### src/rtl/pattern_generator.sv
// -----------------------------------------------------------------------------
// pattern_generator
//   Transmit-side training pattern source for 16 mainband lanes. Sends one
//   WIDTH-bit word per lane per handshake: per-lane PRBS23 data in
//   PATTERN_LFSR mode, or the per-lane ID word in PER_LANE_IDE mode.
//   The receive side uses a second copy as its local reference, so all state
//   is a pure function of reset and the control inputs.
//
// Ports
//   i_clk        clock
//   i_rst_n      asynchronous active-low reset
//   i_state[1:0] training state: 00 IDLE, 01 CLEAR_LFSR, 10 PATTERN_LFSR,
//                11 PER_LANE_IDE
//   i_start      one-cycle burst start request
//   i_burst_len  words in the burst, sampled at start
//   i_ready      serializer accepts the current word
//   o_valid      o_tx_data holds a word
//   o_tx_data    lane n at [n*WIDTH +: WIDTH]
//   o_busy       burst in progress
//   o_done       one-cycle pulse when a burst completes
// -----------------------------------------------------------------------------

// Per-lane PRBS23 (x^23+x^21+x^18+x^15+x^7+x^2+1, Fibonacci) plus the lane's
// registered output word.
//   i_reseed  load seed, zero word (wins over everything else)
//   i_load    load a new word (current LFSR word, or post-advance word)
//   i_advance step the LFSR 32 times
//   i_zero    zero the word (end of burst)
//   i_mode_id select lane ID word instead of PRBS
module pattern_generator_lane #(
   parameter int          WIDTH   = 32,
   parameter logic [22:0] SEED    = 23'h1DBFBC,
   parameter logic [7:0]  LANE_ID = 8'd0
) (
   input  logic             i_clk,
   input  logic             i_rst_n,
   input  logic             i_reseed,
   input  logic             i_load,
   input  logic             i_advance,
   input  logic             i_zero,
   input  logic             i_mode_id,
   output logic [WIDTH-1:0] o_data
);

   localparam logic [WIDTH-1:0] ID_WORD = {2{4'hA, LANE_ID, 4'hA}};

   logic [22:0]      r_lfsr;
   logic [WIDTH-1:0] r_data;
   logic [22:0]      w_lfsr_adv;
   logic [WIDTH-1:0] w_word_cur;
   logic [WIDTH-1:0] w_word_adv;

   function automatic logic [22:0] lfsr_step(input logic [22:0] s);
      return {s[21:0], s[22] ^ s[20] ^ s[17] ^ s[14] ^ s[6] ^ s[1]};
   endfunction

   // Word bit 0 is the first serial bit (lfsr[22] of the current state).
   function automatic logic [WIDTH-1:0] prbs_word(input logic [22:0] s);
      logic [22:0]      st;
      logic [WIDTH-1:0] w;
      st = s;
      w  = '0;
      for (int k = 0; k < WIDTH; k++) begin
         w[k] = st[22];
         st   = lfsr_step(st);
      end
      return w;
   endfunction

   function automatic logic [22:0] lfsr_adv(input logic [22:0] s);
      logic [22:0] st;
      st = s;
      for (int k = 0; k < WIDTH; k++) st = lfsr_step(st);
      return st;
   endfunction

   assign w_lfsr_adv = lfsr_adv(r_lfsr);
   assign w_word_cur = prbs_word(r_lfsr);
   assign w_word_adv = prbs_word(w_lfsr_adv);

   always_ff @(posedge i_clk or negedge i_rst_n) begin
      if (!i_rst_n) begin
         r_lfsr <= SEED;
         r_data <= '0;
      end else if (i_reseed) begin
         r_lfsr <= SEED;
         r_data <= '0;
      end else begin
         if (i_advance) r_lfsr <= w_lfsr_adv;
         if (i_zero)
            r_data <= '0;
         else if (i_load)
            // On a transfer the next word comes from the advanced state so
            // there is no bubble between consecutive words.
            r_data <= i_mode_id ? ID_WORD : (i_advance ? w_word_adv : w_word_cur);
      end
   end

   assign o_data = r_data;

endmodule

module pattern_generator #(
   parameter int          WIDTH     = 32,
   // Lane seeds differ only in the low byte; SEED_BASE[22:8] must be nonzero
   // or lane SEED_BASE[7:0] would get the all-zero lock-up seed.
   parameter logic [22:0] SEED_BASE = 23'h1DBFBC
) (
   input  logic                  i_clk,
   input  logic                  i_rst_n,
   input  logic [1:0]            i_state,
   input  logic                  i_start,
   input  logic [15:0]           i_burst_len,
   input  logic                  i_ready,
   output logic                  o_valid,
   output logic [16*WIDTH-1:0]   o_tx_data,
   output logic                  o_busy,
   output logic                  o_done
);

   localparam int NUM_LANES = 16;

   localparam logic [1:0] ST_CLEAR = 2'b01;

   typedef enum logic [1:0] {S_IDLE = 2'd0, S_RUN = 2'd1, S_DONE = 2'd2} fsm_t;

   fsm_t        r_fsm;
   logic [15:0] r_cnt;
   logic [15:0] r_len;
   logic        r_mode_id;
   logic        r_valid;
   logic        r_busy;
   logic        r_done;

   logic w_clear;
   logic w_start_ok;
   logic w_xfer;
   logic w_last;
   logic w_load;
   logic w_adv;
   logic w_mode_id;

   logic [NUM_LANES-1:0][WIDTH-1:0] w_lane_data;

   assign w_clear    = (i_state == ST_CLEAR);
   // i_state[1] set means PATTERN_LFSR or PER_LANE_IDE
   assign w_start_ok = (r_fsm == S_IDLE) && i_start && i_state[1];
   assign w_xfer     = (r_fsm == S_RUN) && r_valid && i_ready && !w_clear;
   assign w_last     = w_xfer && (r_cnt == r_len - 16'd1);
   // Mode is taken live at start, from the latched copy during the burst.
   assign w_mode_id  = (r_fsm == S_IDLE) ? i_state[0] : r_mode_id;
   assign w_load     = (w_start_ok && (i_burst_len != 16'd0)) || (w_xfer && !w_last);
   assign w_adv      = w_xfer && !r_mode_id;

   always_ff @(posedge i_clk or negedge i_rst_n) begin
      if (!i_rst_n) begin
         r_fsm     <= S_IDLE;
         r_cnt     <= '0;
         r_len     <= '0;
         r_mode_id <= 1'b0;
         r_valid   <= 1'b0;
         r_busy    <= 1'b0;
         r_done    <= 1'b0;
      end else if (w_clear) begin
         // Abort from any state; beats a simultaneous transfer.
         r_fsm   <= S_IDLE;
         r_cnt   <= '0;
         r_valid <= 1'b0;
         r_busy  <= 1'b0;
         r_done  <= 1'b0;
      end else begin
         case (r_fsm)
            S_IDLE: begin
               r_done <= 1'b0;
               if (w_start_ok) begin
                  r_len     <= i_burst_len;
                  r_mode_id <= i_state[0];
                  r_cnt     <= '0;
                  if (i_burst_len == 16'd0) begin
                     r_fsm  <= S_DONE;
                     r_done <= 1'b1;
                  end else begin
                     r_fsm   <= S_RUN;
                     r_valid <= 1'b1;
                     r_busy  <= 1'b1;
                  end
               end
            end
            S_RUN: begin
               if (w_xfer) begin
                  r_cnt <= r_cnt + 16'd1;
                  if (w_last) begin
                     r_fsm   <= S_DONE;
                     r_valid <= 1'b0;
                     r_busy  <= 1'b0;
                     r_done  <= 1'b1;
                  end
               end
            end
            S_DONE: begin
               r_done <= 1'b0;
               r_fsm  <= S_IDLE;
            end
            default: begin
               r_fsm   <= S_IDLE;
               r_valid <= 1'b0;
               r_busy  <= 1'b0;
               r_done  <= 1'b0;
            end
         endcase
      end
   end

   for (genvar g = 0; g < NUM_LANES; g++) begin : g_lane
      pattern_generator_lane #(
         .WIDTH   (WIDTH),
         .SEED    ({SEED_BASE[22:8], SEED_BASE[7:0] ^ 8'(g)}),
         .LANE_ID (8'(g))
      ) u_lane (
         .i_clk     (i_clk),
         .i_rst_n   (i_rst_n),
         .i_reseed  (w_clear),
         .i_load    (w_load),
         .i_advance (w_adv),
         .i_zero    (w_last),
         .i_mode_id (w_mode_id),
         .o_data    (w_lane_data[g])
      );
   end

   assign o_tx_data = w_lane_data;
   assign o_valid   = r_valid;
   assign o_busy    = r_busy;
   assign o_done    = r_done;

endmodule

### config.mk
export PLATFORM = sky130hd
export DESIGN_NAME = pattern_generator
export DESIGN_NICKNAME = d
export VERILOG_FILES = /design/src/rtl/pattern_generator.sv
export SDC_FILE = /design/constraint.sdc
export NUM_CORES = 2
export LEC_CHECK = 0
export BUFFER_PORTS_ARGS = -buffer_cell sky130_fd_sc_hd__clkbuf_2
export CAP_MARGIN = 20
export CORE_UTILIZATION = 40
export DETAILED_ROUTE_END_ITERATION = 10
export SLEW_MARGIN = 10
export SYNTH_ARGS = -nofsm -noshare
export SYNTH_HDL_FRONTEND = slang
export SYNTH_SLANG_ARGS = --single-unit
### constraint.sdc
create_clock -name i_clk -period 15.27 [get_ports i_clk]
set_input_delay 0 -clock i_clk [delete_from_list [all_inputs] [get_ports i_clk]]
set_output_delay 0 -clock i_clk [all_outputs]
set_load 0.01 [all_outputs]
==> reports/results.ini <==
[worst_setup_path]
cpLargestDelayFamily = XOR/XNOR gates
path_buf_inv = 0
crit_arrival_ns = 7.08
critPathKind = reg -> reg
slowest_stage = xnor2_1
cp_max_fo = 6
cpMostUsedCell = xnor3_1
worst_ep_required_time_ns = 15.92
max_stage_delay_ns = 0.87
r2r_slack_ns = 8.84
path_cells = xnor3_1 -> xnor2_1 -> xnor3_1 -> xnor2_1 -> xnor3_1 -> xor2_2 -> xnor3_1 -> xor2_1 -> xnor3_1 -> xnor3_1 -> o21ai_0 -> nand2_1 -> a22o_1
crit_path_end_kind = register
start_kind = register

[logic_synthesis]
synth_nets = 6720
ys_seq_area_frac = 0.319
synth-edff-count = 0
synth_area_leaders = dfrtp_1 (23%), xnor2_1 (20%), xnor3_1 (16%)
yosysWarningCount = 0
ys_ff_latch = 917
yosysUniqueCellTypes = 58
netlist_area_mm2 = 0.0728
ys_async_sr_fraction = 1.00
yosysTopAreaCell = dfrtp_1
post-synth-top-area-fraction = 0.227
syn_inst = 6696
avgSynthCellArea_um2 = 10.9
ys.flop_type = dfrtp_1

[timing]
drv_slew = 0
relSlewSlack = 0.274
setup_viol = 0
finClkSkew_ns = 0.0483
final_hold_viol_count = 0
hold_ws_ns = 0.282
tns_ns = 0
fmax_mhz = 156
min_period_over_period = 0.421
tightest_slew_ns = 1.09
rsz0062_at_grt = false
period_needed_ns = 6.43

[cts]
cts_tree = done
clkSinkCount = 917
clock_path_buffers = 3
cts_buffers = 105
cts-root-buf = clkbuf_16
insertion_delay_ns = 0.80
clkSlewWorstSetupHoldPaths_ns = 0.06
cts_setup_buffers = 0
cts_max_level = 3
post_cts_resized = 0

[global_route]
grt_max_degree = 200
grt_pass1_wl_mm = 353
antenna_found_initial = 3
grt_pass1_vias = 52000
overflow = 0
gr-usage-all-layers = 0.254

[finish]
nets = 7068
multiInputGateArea_mm2 = 0.0481
synthToLayoutAreaGrowth_pct = 12.5
layout-drive-gt1-share = 0.155
fillers = 17100
final_util = 0.453
regArea_mm2 = 0.0233

[run_status]
status = finished clean

[drt]
wl_per_cell_um = 24.9
first_pass_iters = 7
drtIter0Drc = 3601
drtAntennaViolNets = 0
detail_route.vias_per_cell = 5.30
drcViolationCount = 0
wl_mm = 237
vias = 50400

[die]
start_util = 0.403
die_h_um = 429
core_area_mm2 = 0.181
die_w_um = 429
rows = 156
io_pins = 537
die_area_mm2 = 0.184

[run]
drv_cap = 0

[placement]
gp_congestion = 0.967
dpl.hpwl_mm = 173
io_buffers = 536

[min_path]
min_path_type = in -> reg

[registers in the layout (all words and copies together) (netlist names)]
name,flops
g_lane.u_lane.r_lfsr,368
r_cnt,16
r_mode_id,1
o_busy,1
g_lane.u_lane.o_data,512
o_done,1
r_len,16
r_fsm,2
[tightest hold or removal path, delay by kind of cell]
family | cells | cell delay, ns
buf+inv | 2 | 0.68
simple gates | 3 | 0.24
compound gates | 1 | 0.07
[layout make-up]
type	count	area share
clock inverter	56	0.0104
timing repair buffer	640	0.0461
inverter	6	0.000275
multi-input combinational	5374	0.587
clock buffer	143	0.0358
sequential	917	0.284
tap	2370	0.0362
antenna	2	0.0000611
[synth_stat cells (3+ instances only)]
library cell and instances:
mux2_2 14, o221ai_1 13, clkbuf_1 327, xnor3_2 17
xnor3_1 526, xor2_2 15, or3_1 5, nor4_1 9
a21oi_1 345, nand4_1 4, o21ai_0 301, mux2i_1 58
nand2_1 756, dfrtp_1 661, xnor2_2 19, dfstp_2 256
a22oi_1 28, a31oi_1 11, xor3_1 117, xor3_2 3
nor3_1 14, and3_1 4, a21o_1 5, buf_2 20
inv_1 6, o211ai_1 13, a32o_1 12, a221o_1 7
xnor2_4 3, nand3_1 12, nand2b_1 4, a22o_1 226
nor2_1 457, and2_1 3, xor2_1 607, nor2b_1 6
xnor2_1 1698, buf_1 48, a211oi_1 36
[cells by family (layout without fill, tap and decap cells)]
family	after synthesis	after routing	synth area share
XOR/XNOR	3007	3007	0.494
multiplexers	72	72	0.0101
AO/OA/AOI/OAI	1011	1011	0.0866
adder cells (fa/ha/maj)	2	2	0.000343
other	0	2	0
AND/OR/NAND/NOR	1282	1282	0.0681
buffers and inverters	405	845	0.0214
flip-flops	917	917	0.319
[per-stage QoR]
stage / cell area (um2) / worst slack [ns] / cells
final: 81900 / 8.84 / 9508
after global routing: 81900 / 8.58 / 9506
after CTS: 81900 / 8.88 / 9505
after detailed placement: 77600 / 8.95 / 9251
after global placement: 77500 / 8.83 / 9250
after floorplan: 72800 / 9.84 / 6696
[what timing repair did]
action                                  CTS  global route
hold buffers                             55             0
endpoints found under the setup margin    0             0
endpoints found under the hold margin   268             0
[worst paths after layout]
| path | start | to | cells past startpoint |
|---|---|---|---|
| hold / removal | i_ready | r_cnt[12] | 6 |
| setup / recovery | g_lane[15].u_lane.r_lfsr[13] | g_lane[15].u_lane.o_data[29] | 13 |
| min in group asynchronous | i_rst_n | g_lane[10].u_lane.r_lfsr[18] | 3 |
| max in group asynchronous | i_rst_n | g_lane[2].u_lane.r_lfsr[21] | 6 |
| hold reg to reg | g_lane[1].u_lane.o_data[18] | g_lane[1].u_lane.o_data[18] | 2 |
| setup reg to reg | g_lane[15].u_lane.r_lfsr[13] | g_lane[15].u_lane.o_data[29] | 13 |
[per-layer routing]
| metal | vias to the layer above | routed length (um) | share of wire | track usage |
|---|---|---|---|---|
| li1 | 22900 | - | - | - |
| met2 | 1420 | 111000 | 0.47 | 0.409 |
| met1 | 25700 | 104000 | 0.44 | 0.345 |
| met4 | 0 | 10000 | 0.042 | 0.101 |
| met3 | 326 | 11100 | 0.047 | 0.0346 |
| met5 | - | 0 | 0 | 0 |
[layout by cell type, fill, tap and decap left out, drive strengths merged, types with 17 or more instances in the layout]
cell / instances
dfstp: 256
xnor2: 1720
a21oi: 345
xor2: 624
mux2i: 58
nor2: 457
a22o: 226
dfrtp: 661
clkinv: 22
bufinv: 17
clkbuf: 678
xnor3: 543
xor3: 120
buf: 51
a22oi: 28
a211oi: 36
o21ai: 303
nand2: 756
inv: 17
dlygate4sd3: 54
Power is not shown: default switching activity piles up to over one toggle a cycle in this logic, so the estimate is an artifact.
